--- config.mk ---
export PLATFORM = sky130hd
export DESIGN_NAME = out_port_uart_tx
export DESIGN_NICKNAME = d
export VERILOG_FILES = /design/src/rtl/out_port_uart_tx.sv
export SDC_FILE = /design/constraint.sdc
export NUM_CORES = 1
export LEC_CHECK = 0
export CAP_MARGIN = 20
export CORE_MARGIN = 2
export CORE_UTILIZATION = 25
export CTS_CLUSTER_DIAMETER = 60
export DETAILED_ROUTE_END_ITERATION = 10
export GPL_TIMING_DRIVEN = 0
export HOLD_SLACK_MARGIN = 0.12
export PLACE_DENSITY = 0.41
export SLEW_MARGIN = 10
export SYNTH_ARGS = -nofsm -noshare
export SYNTH_HDL_FRONTEND = slang
export SYNTH_SLANG_ARGS = --single-unit
--- constraint.sdc ---
create_clock -name clk -period 3.7 [get_ports clk]
set_input_delay 0.37 -clock clk [delete_from_list [all_inputs] [get_ports clk]]
set_output_delay 0.37 -clock clk [all_outputs]
set_load 0.005 [all_outputs]
--- src/rtl/out_port_uart_tx.sv ---
// out_port_uart_tx: CPU output-port UART transmitter.
// OUT writes land in a small FIFO that is drained continuously as 8N1
// frames on txd. A status byte {5'b0, ovf, busy, full} is exported for the
// CPU input-port mux.
// Optional build macro OUT_PORT_UART_TX_PARITY_EN inserts an even-parity
// bit between the data bits and the stop bit (8E1 frame).
module out_port_uart_tx #(
    parameter int CLKS_PER_BIT = 16,
    parameter int FIFO_DEPTH   = 4
) (
    input  logic       clk,
    input  logic       reset,
    input  logic       we,
    input  logic [7:0] wd,
    input  logic       clr_ovf,
    output logic       txd,
    output logic       full,
    output logic       busy,
    output logic [7:0] status
);

    localparam int PW = $clog2(FIFO_DEPTH);
    localparam int BW = $clog2(CLKS_PER_BIT);

    typedef enum logic [2:0] {
        S_IDLE,
        S_START,
        S_DATA,
`ifdef OUT_PORT_UART_TX_PARITY_EN
        S_PARITY,
`endif
        S_STOP
    } state_t;

    state_t        r_state;
    logic [BW-1:0] r_baud;
    logic [2:0]    r_bit;
    logic [7:0]    r_shift;
    logic          r_txd;
    logic [7:0]    r_mem [FIFO_DEPTH];
    logic [PW-1:0] r_wr_ptr;
    logic [PW-1:0] r_rd_ptr;
    logic [PW:0]   r_count;
    logic          r_ovf;
`ifdef OUT_PORT_UART_TX_PARITY_EN
    logic          r_par;
`endif

    state_t        w_state_nxt;
    logic [BW-1:0] w_baud_nxt;
    logic [2:0]    w_bit_nxt;
    logic [7:0]    w_shift_nxt;
    logic          w_txd_nxt;
    logic          w_pop;
    logic          w_push;
    logic          w_full;
    logic          w_empty;
    logic          w_bit_end;
    logic [7:0]    w_head;

    assign w_full    = (r_count == (PW+1)'(FIFO_DEPTH));
    assign w_empty   = (r_count == '0);
    assign w_push    = we & ~w_full;
    assign w_bit_end = (r_baud == BW'(CLKS_PER_BIT - 1));
    assign w_head    = r_mem[r_rd_ptr];

    // Next-state / next-output logic; txd is computed one cycle ahead so it
    // can be registered and stay glitch-free.
    always_comb begin
        w_state_nxt = r_state;
        w_baud_nxt  = w_bit_end ? '0 : r_baud + BW'(1);
        w_bit_nxt   = r_bit;
        w_shift_nxt = r_shift;
        w_txd_nxt   = r_txd;
        w_pop       = 1'b0;
        case (r_state)
            S_IDLE: begin
                w_baud_nxt = '0;
                w_txd_nxt  = 1'b1;
                if (!w_empty) begin
                    w_pop       = 1'b1;
                    w_shift_nxt = w_head;
                    w_state_nxt = S_START;
                    w_txd_nxt   = 1'b0;
                end
            end
            S_START: begin
                if (w_bit_end) begin
                    w_state_nxt = S_DATA;
                    w_bit_nxt   = 3'd0;
                    w_txd_nxt   = r_shift[0];
                end
            end
            S_DATA: begin
                if (w_bit_end) begin
                    w_shift_nxt = {1'b0, r_shift[7:1]};
                    w_bit_nxt   = r_bit + 3'd1;
                    if (r_bit == 3'd7) begin
`ifdef OUT_PORT_UART_TX_PARITY_EN
                        w_state_nxt = S_PARITY;
                        w_txd_nxt   = r_par;
`else
                        w_state_nxt = S_STOP;
                        w_txd_nxt   = 1'b1;
`endif
                    end else begin
                        w_txd_nxt = r_shift[1];
                    end
                end
            end
`ifdef OUT_PORT_UART_TX_PARITY_EN
            S_PARITY: begin
                if (w_bit_end) begin
                    w_state_nxt = S_STOP;
                    w_txd_nxt   = 1'b1;
                end
            end
`endif
            S_STOP: begin
                if (w_bit_end) begin
                    // Back-to-back frames: reload straight into START.
                    if (!w_empty) begin
                        w_pop       = 1'b1;
                        w_shift_nxt = w_head;
                        w_state_nxt = S_START;
                        w_txd_nxt   = 1'b0;
                    end else begin
                        w_state_nxt = S_IDLE;
                        w_txd_nxt   = 1'b1;
                    end
                end
            end
            default: begin
                w_state_nxt = S_IDLE;
                w_txd_nxt   = 1'b1;
            end
        endcase
    end

    // Transmitter state, counters, shift register and registered txd.
    always_ff @(posedge clk or posedge reset) begin
        if (reset) begin
            r_state <= S_IDLE;
            r_baud  <= '0;
            r_bit   <= '0;
            r_shift <= '0;
            r_txd   <= 1'b1;
        end else begin
            r_state <= w_state_nxt;
            r_baud  <= w_baud_nxt;
            r_bit   <= w_bit_nxt;
            r_shift <= w_shift_nxt;
            r_txd   <= w_txd_nxt;
        end
    end

`ifdef OUT_PORT_UART_TX_PARITY_EN
    // Parity of the frame being sent, captured when the word is popped.
    always_ff @(posedge clk or posedge reset) begin
        if (reset)
            r_par <= 1'b0;
        else if (w_pop)
            r_par <= ^w_head;
    end
`endif

    // FIFO storage; contents need no reset since count gates every read.
    always_ff @(posedge clk) begin
        if (w_push)
            r_mem[r_wr_ptr] <= wd;
    end

    // FIFO pointers and occupancy; push+pop together keeps count unchanged.
    always_ff @(posedge clk or posedge reset) begin
        if (reset) begin
            r_wr_ptr <= '0;
            r_rd_ptr <= '0;
            r_count  <= '0;
        end else begin
            if (w_push)
                r_wr_ptr <= r_wr_ptr + PW'(1);
            if (w_pop)
                r_rd_ptr <= r_rd_ptr + PW'(1);
            case ({w_push, w_pop})
                2'b10:   r_count <= r_count + (PW+1)'(1);
                2'b01:   r_count <= r_count - (PW+1)'(1);
                default: r_count <= r_count;
            endcase
        end
    end

    // Sticky overflow: a write into a full FIFO wins over a same-edge clear.
    always_ff @(posedge clk or posedge reset) begin
        if (reset)
            r_ovf <= 1'b0;
        else if (we && w_full)
            r_ovf <= 1'b1;
        else if (clr_ovf)
            r_ovf <= 1'b0;
    end

    assign txd    = r_txd;
    assign full   = w_full;
    assign busy   = (r_state != S_IDLE) | ~w_empty;
    assign status = {5'b0, r_ovf, busy, full};

endmodule

[Word-level counts from Yosys, hierarchy flattened]
Memories as Yosys holds them, arrays and structs flattened.
Cells that the tools add are included.
Cells by class
  equal/unequal tests: 13
  reduce and logical (&&, ||, !) cells: 12
  $add $sub $neg: 6
  bitwise operators: 4
  multiplexer cells: 30
  divide/modulo/power cells: 0
  multipliers: 0
  magnitude comparators: 0
  shifts and indexed selects: 0
Operators with widths (count)
  $mux W8: 3
  $pmux W8 S3: 1
  $mux W3: 7
  $mux W1: 12
  $pmux W3 S2: 2
  $pmux W3 S4: 1
  $ne A2 B2 Y1 const B: 5
  $reduce_and A3 Y1: 3
  $mux W4: 2
  $add A3 B1 Y3 const B: 2
  $eq A3 B2 Y1 const B: 2
  $eq A3 B3 Y1 const B: 2
  $logic_not A3 Y1: 2
  $reduce_bool A2 Y1: 3
  $reduce_bool A3 Y1: 2
  $reduce_and A5 Y1: 1
  $add A2 B1 Y2 const B: 2
  $add A4 B1 Y4 const B: 1
  $eq A4 B4 Y1 const B: 1
  $pmux W1 S4: 1
  $eq A3 B1 Y1 const B: 1
  $sub A3 B1 Y3 const B: 1
  $eq A2 B1 Y1 const B: 1
  $eq A2 B2 Y1 const B: 1
  other kinds (5): 6
Word-level totals
  bits in read-only memories: 0
  output and inout bits: 11
  word-level logic and storage cells: 75
  bits in writable memories: 32
  latch bits: 0
  memories: 1
  input bits: 12
  register bits after elaboration: 27
Memories
  r_mem: depth 4, width 8, read ports 1, clocked after Yosys merged registers in 0, write ports 1, RTL line 40  | logic [7:0] r_mem [FIFO_DEPTH];

[Depth between registers and ports, before layout]
Gate-level depths: netlist of the first run.
  word-level depth: 6
  depth in mapped cells: 10
  mapped depth without buffers: 10

[Worst setup path before layout of the first run]
No wires, ideal clock.
  path type: flip-flop to flip-flop
  start point: reg r_state[0]
  end point: reg r_count[2]
  clock period less this slack: 2121 ps
  arrival time: 2042 ps
  stages on the path, launching flop included: 10
  slack: 1579 ps
  required time: 3621 ps
  cell sequence: dfrtp_1 -> inv_1 -> ha_1 -> nor3_1 -> ha_1 -> inv_1 -> fa_1 -> xor2_1 -> nor2_1 -> xor2_1
Between the ends
  cells in the longest elaborated chain, start to end: 4
  elaborated cells between the ends (all ways): 7
  those cells by class: eq/ne (3); mux (2); reduce/logical (2)
Ends and longest elaborated chain
  from (decl): RTL line 35  | state_t r_state;
  from (signal assigned): RTL line 149  | r_state <= w_state_nxt;
  $eq A3 B2 Y1 / $logic_not A3 Y1 (equally long branches): RTL line 76  | case (r_state)
  $pmux W1 S2 (*): RTL line 76
  net w_pop: RTL line 54  | logic w_pop;
  $eq A2 B1 Y1 / $eq A2 B2 Y1 (equally long branches): RTL line 184  | case ({w_push, w_pop})
  $pmux W3 S2 / $reduce_bool A2 Y1 (equally long branches)
  to (signal assigned): RTL line 185  | 2'b10: r_count <= r_count + (PW+1)'(1);
  to (signal assigned): RTL line 186  | 2'b01: r_count <= r_count - (PW+1)'(1);
  to (signal assigned): RTL line 187  | default: r_count <= r_count;
  to (decl): RTL line 43  | logic [PW:0] r_count;
Mark *: on every way through the listed nets, which the timed path passes. The rest lies on a longest branch.
A chain may end at the register's enable or synchronous reset.

[Final worst setup path of the first run]
  start point: reg r_state[0]
  end point: out status[1]
Between the ends
  cells in the longest elaborated chain, start to end: 2
Ends and longest elaborated chain
  $reduce_bool A3 Y1: RTL line 204  | assign busy = (r_state != S_IDLE) | ~w_empty;
  $or A1 B1 Y1: RTL line 204
  to (decl): RTL line 19  | output logic [7:0] status
Every way passes these cells.

==> flow_summary.toml, run 1 <==
[sta]
tightest_slew_ps = 608
grt_setup_unrepaired = "no"
relSlewSlack = 0.591
setup_tns_ps = 0
worst_slack_ps = 1030
fin_worst_skew_ps = 8.97
setup_violations = 0
fin_crit_sh = 0.723
min_period_ps = 2670
report.final.slew_viol_count = 0
fmaxAchievable_mhz = 374
finalHoldViolations = 0

[pwr]
leakage_nw = 1.31
peakVddDrop_mv = 0.270
powerDensity_nw_per_um2 = 822

[detailed_routing]
viasPerCell = 4.19
wl_um = 5050
avgRoutedWirePerCell_um = 13.8
dr.pass1.iters = 4
vias = 1528
drcViolationCount = 0
drt-initial-drc-count = 59
ant_nets = 0

[run_status]
status = "finished clean"

[floorplan]
core_sq_um = 10400
die_x_um = 107
die_h_um = 107
die_area_sq_um = 11500
start_util = 0.258
num_rows = 37
io_pins = 23

[cells_and_area]
final_nets = 249
layout_commonest_cell = "edfxtp_1"
final_cell_mix = "32 x edfxtp_1, 25 x dfrtp_1, 17 x mux2i_1, 17 x clkdlybuf4s50_1, 13 x inv_1"
drive_above_1_share = 0.188
n_fill_cell = 1068
area.growth.synth_to_final_pct = 21.7
diodes = 0
stdcell_count = 365
multi_input_area_sq_um = 931
seqCellArea_sq_um = 1610

[logic_synthesis]
dominantRegCellSynth = "edfxtp_1"
avgSynthCellArea_sq_um = 14.0
syn_area_sq_um = 2670
yosys_warnings = 0
synth_edf_count = 32
synth-async-reset-ratio = 0.448
ys_seq_area_frac = 0.604
yosys.cell_types.count = 43
synth-seq-cells = 58
synth_cells = 191

[critical_path]
arrival_ps = 2300
crit_path_end_kind = "output port"
crit_required_ps = 3330
start_kind = "register"
critPathMaxFanout = 7
critPathKind = "register to output port"

[global_route]
grt_max_degree = 15
grt_overflow = 0
grt_pass1_vias = 1551
antenna_found_initial = 0
grt_usage = 0.0973
grt_pass1_wl_um = 8200

[min_path]
hp-class = "input pin to asynchronous set/reset pin"

[place]
dp_cells = 349
dpl_worst_slack_ps = 1210
place_congestion = 0.681
dp_hpwl_um = 3440
numPortBuffers = 17

[run]
max_cap_violations = 0

[clocking]
postCtsSetupRepairBufs = 0
cts_sinks = 58
clk_latency_ps = 330
cts_max_level = 3
path_clk_slew_ps = 60
cts_tree = "built"
cts_hold_buffers = 0
cts_repair_resize_count = 0
clockRootBuffer = "clkbuf_8"
clockBufferDepth = 2
cts_buffers = 9
-- synth_stat cells (4+ instances only) --
cell type	instances	area, sq um
o221ai_1	7	61.3
mux2_2	12	135
xor2_1	4	35.0
edfxtp_1	32	961
dfrtp_1	25	626
nand2_1	9	33.8
ha_1	12	150
inv_1	13	48.8
and2_1	4	25.0
nor3_1	4	20.0
nor2_1	4	15.0
mux2i_1	17	170
buf_4	8	60.1
-- flip-flops by register name, indices dropped and copies added (netlist names) --
signal,cells
r_mem,32
r_shift,8
r_bit,3
r_count,3
r_state,2
txd,1
r_baud,4
r_wr_ptr,2
r_ovf,1
r_rd_ptr,2
-- area by class of cell --
type                       instances  area share
buffer                            14      0.0289
clock inverter                     6      0.0250
clock buffer                      10      0.0393
inverter                          13      0.0150
sequential                        58       0.496
tap                              136      0.0523
timing repair buffer              18      0.0570
multi-input combinational        110       0.286
-- per-stage QoR --
step	util	power, mW	area, sq um	hold slack, ps
after detailed placement	0.293	2.10	3040	488
after global routing	0.313	2.88	3250	449
after CTS	0.313	2.72	3250	426
final	0.313	2.67	3250	411
after floorplan	-	1.80	2690	409
after global placement	0.292	2.09	3030	484
-- layer usage --
metal | part of all wire | vias up | track usage
met5 | 0 | - | 0
met4 | 0.020 | 0 | 0.0440
met3 | 0.047 | 8 | 0.0339
met2 | 0.43 | 29 | 0.138
met1 | 0.50 | 742 | 0.133
li1 | - | 749 | -
-- report_power, final --
part	switching (mW)	total [mW]	internal [mW]	leakage, nW
Combinational	0.534	1.04	0.506	0.596
Clock	0.243	0.617	0.374	0.104
Sequential	0.113	1.02	0.903	0.611
Total	0.890	2.67	1.78	1.31
-- worst max-delay path, cell delays in order (launching register included) --
cell             delay [ps]
dfrtp_1                 400
inv_1                   110
ha_1                    330
or4b_1                  550
buf_4                   160
clkdlybuf4s50_1         430
-- kinds of logic (layout without fill, tap and decap cells) --
kind of cell | after synthesis | count (layout) | synth area share
xor gates and xnor gates | 7 | 7 | 0.0230
muxes | 29 | 29 | 0.114
DFF | 58 | 58 | 0.604
other | 1 | 5 | 0.00140
and+or+nand+nor | 34 | 34 | 0.0698
adders and majority gates | 13 | 13 | 0.0637
buffers and inverters | 27 | 61 | 0.0534
AOI/OAI and AO/OA | 22 | 22 | 0.0707
-- final timing paths --
check	from	to	slack, ps	depth (start not counted)
min	reset	r_wr_ptr[0]$_DFFE_PP0P_	410	2
max reg2reg	r_state[0]$_DFFE_PP0P_	r_count[2]$_DFFE_PP0P_	1240	10
max	r_state[0]$_DFFE_PP0P_	status[1]	1030	5
min reg2reg	r_bit[0]$_DFFE_PP0P_	r_bit[0]$_DFFE_PP0P_	490	1
min in group clk	r_bit[0]$_DFFE_PP0P_	r_bit[0]$_DFFE_PP0P_	490	1
max in group asynchronous	reset	r_bit[0]$_DFFE_PP0P_	2770	3
(Power assumes the default switching activity.)
==> run 2, diff against run 1 <==
==> constraint.sdc (replaced) <==
create_clock -name clk -period 2.49 [get_ports clk]
set_input_delay 0.249 -clock clk [delete_from_list [all_inputs] [get_ports clk]]
set_output_delay 0.249 -clock clk [all_outputs]
set_load 0.005 [all_outputs]
==> run 2 against run 1 <==
Net effect: via count rose by 0.72%; die area unchanged; combinational power is 54% higher; critical path depth unchanged; worst setup slack lost 910 ps; flip-flop and latch count unchanged; register-to-register slack lost 1000 ps; critical endpoint unchanged.
==> flow_summary.toml, run 2 (synthesis results as in run 1) <==
[place]
dp_cells = 349
dpl_worst_slack_ps = 3.15
place_congestion = 0.681
numPortBuffers = 17
dp_hpwl_um = 3440
place_area_sq_um = 3040

[sta]
grt_setup_unrepaired = "no"
fin_worst_skew_ps = 9.26
setup_violations = 0
report.final.slew_viol_count = 0
relSlewSlack = 0.550
tightest_slew_ps = 671
min_period_ps = 2370
finalHoldViolations = 0
fmaxAchievable_mhz = 421
worst_slack_ps = 117
fin_crit_sh = 0.953
setup_tns_ps = 0

[critical_path]
critPathMaxFanout = 7
crit_start = "r_state[1]$_DFFE_PP0P_"
arrival_ps = 2120
r2r_setup_slack_ps = 210
cpMaxStageDelayCell = "or4b_4"
crit_chain = "inv_1, ha_4, or4b_4, buf_4, clkdlybuf4s50_1"
critPathKind = "register to output port"
crit_path_end_kind = "output port"
worstReg2RegStart = "r_baud[0]$_DFF_PP0_"
max_stage_delay_ps = 490
crit_required_ps = 2240
critPathTopFamily = "buffers and inverters"
crit_buf_inv = 3
start_kind = "register"

[global_route]
busiest_layer = "met2"
grt_pass1_vias = 1563
grt_usage = 0.0978
grtUsageMet3 = 0.0339
met2_usage = 0.140
grt_overflow = 0
antenna_found_initial = 0
use_met1 = 0.133
grt_max_degree = 15
grt_pass1_wl_um = 8250

[clocking]
cts_buffers = 9
cts_max_level = 3
cts_hold_buffers = 0
clk_latency_ps = 340
clockBufferDepth = 2
postCtsSetupRepairBufs = 0
cts_sinks = 58
path_clk_slew_ps = 70
clockRootBuffer = "clkbuf_8"
cts_tree = "built"

[cells_and_area]
largestRegisters = "r_mem (32), r_shift (8), r_baud (4)"
layout_commonest_cell = "edfxtp_1"
final_nets = 249
fin_area_sq_um = 3280
final_cell_mix = "32 x edfxtp_1, 25 x dfrtp_1, 17 x mux2i_1, 17 x clkdlybuf4s50_1"
largest_reg_flops = 32
diodes = 0
area.growth.synth_to_final_pct = 22.7
top_register = "r_mem"
drive_above_1_share = 0.210
stdcell_count = 365
n_fill_cell = 1066

[detailed_routing]
drt-initial-drc-count = 57
wl_um = 5110
viasPerCell = 4.22
vias = 1539
drcViolationCount = 0
dr.pass1.iters = 4
ant_nets = 0
avgRoutedWirePerCell_um = 14.0

[pwr]
powerDensity_nw_per_um2 = 1230
leakage_nw = 1.32
peakVddDrop_mv = 0.418

[floorplan]
num_rows = 37
io_pins = 23
die_x_um = 107
start_util = 0.258
core_sq_um = 10400
die_h_um = 107
die_area_sq_um = 11500

[min_path]
hp-class = "input pin to asynchronous set/reset pin"

[run]
max_cap_violations = 0

[run_status]
status = "finished clean"
## run 2: cell count changes in the layout (fill, tap and decap cells not counted)
cell,before,now
inv_2,0,1
nor3_1,4,3
or4b_4,0,1
nor3b_1,1,0
nor3b_2,0,1
inv_1,13,12
nor3_2,0,1
ha_4,0,1
ha_1,12,11
or4b_1,1,0
## run 2: worst paths after layout
kind,cells after the start,to
setup / recovery,5,status[1]
hold / removal,2,r_count[1]$_DFFE_PP0P_
setup reg to reg,9,r_count[2]$_DFFE_PP0P_
hold reg to reg,1,r_bit[0]$_DFFE_PP0P_
max in group asynchronous,3,r_shift[1]$_DFFE_PP0P_
min in group clk,2,r_ovf$_DFFE_PP0P_
## run 2: layout make-up
type | instances | area, sq um | area share
clock inverter | 6 | 81.3 | 0.0248
tap | 136 | 170 | 0.0519
buffer | 14 | 93.8 | 0.0286
timing repair buffer | 18 | 185 | 0.0565
multi-input combinational | 110 | 957 | 0.292
clock buffer | 10 | 128 | 0.0389
sequential | 58 | 1610 | 0.492
inverter | 13 | 48.8 | 0.0149
## run 2: power by group
part | internal [mW] | leakage (nW) | total (mW) | switching (mW)
clock | 0.556 | 0.104 | 0.920 | 0.364
sequential | 1.34 | 0.611 | 1.52 | 0.174
combinational | 0.789 | 0.601 | 1.60 | 0.812
total | 2.69 | 1.32 | 4.04 | 1.35
## run 2: per-stage QoR
step,hold slack (ps),utilization,power (mW)
floorplan,288,-,2.67
global placement,484,0.292,3.11
detailed placement,488,0.293,3.12
CTS,305,0.315,4.08
global route,328,0.316,4.34
finish,284,0.316,4.04
## run 2: metal layers
metal  routed length [um]  up-vias
met5                    0        -
met4                  100        0
met3                  271       10
met2                 2190       32
met1                 2550      745
li1                     -      752
## run 2: what timing repair did
action / 4_1_cts / 5_1_grt
gates resized for setup: 2 / 4
gates cloned: 0 / 0
setup endpoints to repair: 2 / 2
